### src/rtl/clk_divider_pkg.sv
// ---------------------------------------------------------------------------
// clk_divider_pkg
// Shared types and constants for the programmable integer clock divider.
//   DIV_W_DEFAULT : default ratio / counter width
//   div_ratio_t   : ratio type at the default width
//   DIV_OFF       : ratio value that stops the divider (output held low)
//   DIV_BYPASS    : ratio value that routes clk_in straight to clk_out
// ---------------------------------------------------------------------------
package clk_divider_pkg;

  localparam int DIV_W_DEFAULT = 8;

  typedef logic [DIV_W_DEFAULT-1:0] div_ratio_t;

  localparam int DIV_OFF    = 0;
  localparam int DIV_BYPASS = 1;

endpackage

### src/rtl/clk_div_counter.sv
// ---------------------------------------------------------------------------
// clk_div_counter
// Period counter for the clock divider. Counts 0..N-1 and wraps. Reports the
// count that is about to be loaded and whether the divided clock should be
// high during that count (high while count < floor(N/2)).
// Ports:
//   clk        : divider clock (clk_in)
//   rst        : synchronous active-high reset (power_down)
//   ratio      : latched division ratio N
//   count_next : count value loaded on this edge
//   phase_next : 1 when the divided clock is high for count_next
//   wrap       : 1 on the edge where the counter returns from N-1 to 0
// ---------------------------------------------------------------------------
module clk_div_counter
  import clk_divider_pkg::*;
#(
  parameter int DIV_W = DIV_W_DEFAULT
) (
  input  logic             clk,
  input  logic             rst,
  input  logic [DIV_W-1:0] ratio,
  output logic [DIV_W-1:0] count_next,
  output logic             phase_next,
  output logic             wrap
);

  logic [DIV_W-1:0] count;
  logic             run;
  logic             active;
  logic [DIV_W-1:0] half;

  // Ratios 0 and 1 never use the counter.
  assign active = (ratio > DIV_W'(DIV_BYPASS));
  assign half   = ratio >> 1;

  // The first edge after reset release loads count 0 (rather than
  // incrementing) so that edge already starts the high phase.
  always_comb begin
    count_next = '0;
    wrap       = 1'b0;
    if (run && active) begin
      if (count == ratio - DIV_W'(1)) begin
        wrap = 1'b1;
      end else begin
        count_next = count + DIV_W'(1);
      end
    end
  end

  assign phase_next = active && (count_next < half);

  always_ff @(posedge clk) begin
    if (rst) begin
      count <= '0;
      run   <= 1'b0;
    end else begin
      count <= count_next;
      run   <= 1'b1;
    end
  end

endmodule

### src/rtl/clk_divider.sv
// ---------------------------------------------------------------------------
// clk_divider
// Programmable integer clock divider. Divides clk_in by the ratio N latched
// from divide_by; clk_out is high for floor(N/2) cycles and low for the rest.
// N=0 holds clk_out low, N=1 passes clk_in through.
// Ports:
//   clk_in     : DCO clock, the only clock in the block
//   power_down : synchronous active-high reset; also loads divide_by into N
//   divide_by  : division ratio N
//   clk_out    : divided clock (registered except in the N=1 bypass)
// Build option:
//   CLK_DIVIDER_LIVE_UPDATE_EN : when defined, divide_by is also re-sampled
//   while running, but only at the period boundary (counter wrap), so a
//   ratio change never produces a runt pulse.
// ---------------------------------------------------------------------------
module clk_divider
  import clk_divider_pkg::*;
#(
  parameter int DIV_W = DIV_W_DEFAULT
) (
  input  logic             clk_in,
  input  logic             power_down,
  input  logic [DIV_W-1:0] divide_by,
  output logic             clk_out
);

  logic [DIV_W-1:0] ratio;
  logic [DIV_W-1:0] count_next;
  logic             phase_next;
  logic             wrap;
  logic             clk_q;
  logic             bypass;

  clk_div_counter #(
    .DIV_W (DIV_W)
  ) u_counter (
    .clk        (clk_in),
    .rst        (power_down),
    .ratio      (ratio),
    .count_next (count_next),
    .phase_next (phase_next),
    .wrap       (wrap)
  );

  always_ff @(posedge clk_in) begin
    if (power_down) begin
      ratio <= divide_by;
`ifdef CLK_DIVIDER_LIVE_UPDATE_EN
    end else if (wrap) begin
      ratio <= divide_by;
`endif
    end
  end

  // phase_next is already forced low for N=0 and N=1.
  always_ff @(posedge clk_in) begin
    if (power_down) begin
      clk_q <= 1'b0;
    end else begin
      clk_q <= phase_next;
    end
  end

  // Select is driven only by the ratio register, so it is static between
  // ratio loads and the mux cannot glitch on its own.
  assign bypass  = (ratio == DIV_W'(DIV_BYPASS));
  assign clk_out = bypass ? clk_in : clk_q;

  // Count value is consumed inside the counter; only the flags are used here.
  logic unused_count;
  assign unused_count = ^count_next;

endmodule

### config.mk
export PLATFORM = sky130hd
export DESIGN_NAME = clk_divider
export DESIGN_NICKNAME = d
export VERILOG_FILES = /design/src/rtl/clk_divider_pkg.sv /design/src/rtl/clk_div_counter.sv /design/src/rtl/clk_divider.sv
export SDC_FILE = /design/constraint.sdc
export NUM_CORES = 1
export LEC_CHECK = 0
export CAP_MARGIN = 20
export CORE_UTILIZATION = 40
export DETAILED_ROUTE_END_ITERATION = 8
export PLACE_DENSITY = 0.71
export SYNTH_ARGS = -nofsm -noshare
export SYNTH_HDL_FRONTEND = slang
export SYNTH_HIERARCHICAL = 1
export SYNTH_SLANG_ARGS = --single-unit
export TNS_END_PERCENT = 10
### constraint.sdc
create_clock -name clk_in -period 7.8 [get_ports clk_in]
set_input_delay 1.95 -clock clk_in [delete_from_list [all_inputs] [get_ports clk_in]]
set_output_delay 1.95 -clock clk_in [all_outputs]
set_load 0.1 [all_outputs]
# Word level (Yosys, flattened, before mapping)

Cells that the tools add are included.

Add/subtract/negate cells: 2
$mul: 0
Divide/modulo/power cells: 0
$lt $le $gt $ge: 2
Equal/unequal tests: 2
Shift-type cells: 0
Multiplexer cells: 4
Bitwise logic cells: 0
Reductions and logical operators: 2

Operators by type and width:

| cell                                                          | number |
|---|---|
| two-way mux 8 bit                                             | 2 |
| adder 8 x 1 -> 8 bit, second input constant                   | 1 |
| equality test 8 x 1 -> 1 bit, second input constant           | 1 |
| equality test 8 bit                                           | 1 |
| greater-than comparator 8 x 1 -> 1 bit, second input constant | 1 |
| < comparator 8 x 7 -> 1 bit                                   | 1 |
| subtractor 8 x 1 -> 8 bit, second input constant              | 1 |
| logical AND 1 bit                                             | 2 |
| two-way mux 1 bit                                             | 2 |

Register bits after elaboration: 18
Latch bits: 0
RAM bits: 0
ROM bits: 0
Output and inout bits: 1
Logic and storage cells: 16
Memories kept: 0

# Longest topological paths before layout

Word-level depth: 6
Mapped depth: 16
Depth with buffers taken out: 14

# By module

The synthesis kept the hierarchy.

Modules (own cells, without submodules):

| module          | instances | cells an instance | area each (µm²) | seq. area each (µm²) |
|---|---|---|---|---|
| clk_div_counter | 1         | 110               | 914.6           | 180.2 |
| clk_divider     | 1         | 14                | 312.8           | 260.2 |

==> results list <==
* Outcome: completed
- Cell-by-cell trace of the critical path: clkbuf_4 -> clkbuf_4 -> mux2_4 -> clkdlybuf4s50_1
- Overall track demand over capacity in global routing: 17.7%
- Maximum resistive drop on vdd: 0.0842 mV
- Die height: 57.0 um
- Weighted congestion reported at the end of routability-driven placement: 0.886
* Launch instance of the worst register-to-register path: ratio[0]
* Residual DRC: 0
- Pin count of the biggest net entering global routing: 16
* Count of nets left with antenna violations after detail routing: 0
* Worst Setup SP: clk_in
* Final Hold Slack: 639 ps
* Placement Rows: 19
* Internal power contribution: 0.000155 W
- Switch share: 28.1%
- Part of the power in the clock network: 34.6%
- For this block, the initial DRC count from the detailed router was 40.
- Proportion of power drawn by flip-flops and latches: 51.4%
- Setup repair after global routing left no endpoint under its margin.
* Ant diodes: 0
* Critical path required time: 5850 ps
- Wire length reported by the detailed router: 2570 um
- Ratio of routed vias to standard cells: 5.90
- Number of failing hold endpoints at the final stage: 0
* NetSw: 0.0000604 W
- Slew HR: 35.6%
- Cells after synthesis: 121
* Type of the worst setup path: clk -> out
* Crit path DAT: 5350 ps
* Fraction of final layout cells with drive strength greater than 1: 13.2%
* Power density normalized to cell area: 157 nW/um2
* Total standard cell area after synthesis: 1210 um2
- Total number of yosys warnings: 6
- Number of buffers added for setup after CTS: 0
- After routing, the total negative slack on setup checks comes to 0 ps.
* Worst-Skew Late Latency: 410 ps
- STA classifies the critical path startpoint as a clock port.
- Worst setup skew after layout: 3.51 ps
* Area of the core: 2810 um2
* # resized after CTS: 0
- Multi-input gate area: 696 um2
* Number of ports placed on the die boundary: 11
- Part of the power in combinational logic: 14.0%
- Clock-pin slew was measured on the worst setup and hold paths at 100 ps.
* Die W: 57.0 um
- The net count of the finished layout is 156.
* Average cell area after synthesis: 10.0 um2
- For this configuration, the core starts out at a cell density of 43.2%.
- Number of antenna violations at the first check in global routing: 0
- Number of global-route vias before repair: 976
- Input and output buffers added on the ports amount to 10.
- Of all nets on the critical path, the largest fanout is 2.
* Initial DRT Pass Iterations: 4
- Most common cell after layout, fill and taps aside: inv_1
* Slowest stage delay, CP: 960 ps
- Counting stages on the worst path, the most repeated cell is clkbuf_4.
- The first global-routing pass estimated 4240 um of wire.
- Count of hold buffers inserted by post-cts repair: 0
* Worst-margin pin slew: 963 ps
- In the final routed layout, each cell accounts on average for 15.4 um.
- Clock tree from TritonCTS: built
* Combined flip-flop and latch cell area: 440 um2
- HP Start: u_counter/count[0]
- The number of nets in the synthesized netlist is 140.
* Hold/Removal Path Class: reg -> reg
- The number of pins with negative max-slew slack in the final report came to 0.
* Max-cap violations: 0
* Worst Setup End Kind: output pin
- Setup violations remaining at the end of the flow were counted as 0.
- Die ar.: 3250 um2
- The routed layout has 986 vias.
* Top library cells by usage in the layout, fill and taps aside: inv_1, nor3_1, dfxtp_1, clkdlybuf4s50_1
* Highest-delay cell along the critical path: clkdlybuf4s50_1
- Total gr overflow: 0
* Pleak: 0.555 nW
- Synthesis-to-finish area growth: 13.3%
- Number of fillers in the final layout: 262
- Detailed placement finished with a half-perimeter wire length of 1900 um.
registers in the layout (all words and copies together), names as in the netlist:
register / cells
clk_q: 1
ratio: 8
u_counter/count: 8
u_counter/run: 1
power groups by stage:
| stage | sequential [W] | combinational (W) | clock (W) |
|---|---|---|---|
| after floorplan | 0.000111 | 0.0000212 | 0.00000357 |
| after global placement | 0.000112 | 0.0000291 | 0.00000413 |
| after detailed placement | 0.000113 | 0.0000294 | 0.00000413 |
| after CTS | 0.000111 | 0.0000298 | 0.0000764 |
| after global routing | 0.000112 | 0.0000332 | 0.0000836 |
| final | 0.000111 | 0.0000301 | 0.0000743 |
per-stage QoR:
stage	power (W)	util, %	cell area, um2	instances	worst slack (ps)
3_5_place_dp	0.000146	47.2	1320	160	747
4_1_cts	0.000217	48.9	1370	167	488
2_1_floorplan	0.000136	-	1210	121	1550
5_1_grt	0.000228	48.9	1370	167	471
3_3_place_gp	0.000145	47.2	1320	160	747
6_report	0.000215	48.9	1370	167	501
per-layer routing:
layer | track usage, % | wire length [um] | vias to the layer above
met1 | 22.5 | 1110 | 469
met2 | 26.6 | 1260 | 38
met4 | 13.2 | 63 | 0
met3 | 3.63 | 136 | 6
li1 | - | - | 473
met5 | 0 | 0 | -
final cells by class:
type / count / share of cell area, %
multi-input combinational: 88 / 50.7
sequential: 18 / 32.1
timing repair buffer: 9 / 6.56
clock buffer: 7 / 4.01
inverter: 13 / 3.56
tap: 31 / 2.83
clock inverter: 1 / 0.273
worst paths after layout:
kind	to	slack, ps	cells past startpoint
setup / recovery	clk_out	500	4
hold / removal	u_counter/count[0]	640	1
setup reg to reg	clk_q	4120	13
hold reg to reg	u_counter/count[0]	640	1
critical path, delay by kind of cell:
family | cells | cell delay (ps)
buffers and inverters | 3 | 1190
muxes | 1 | 260
(Power assumes the default switching activity.)
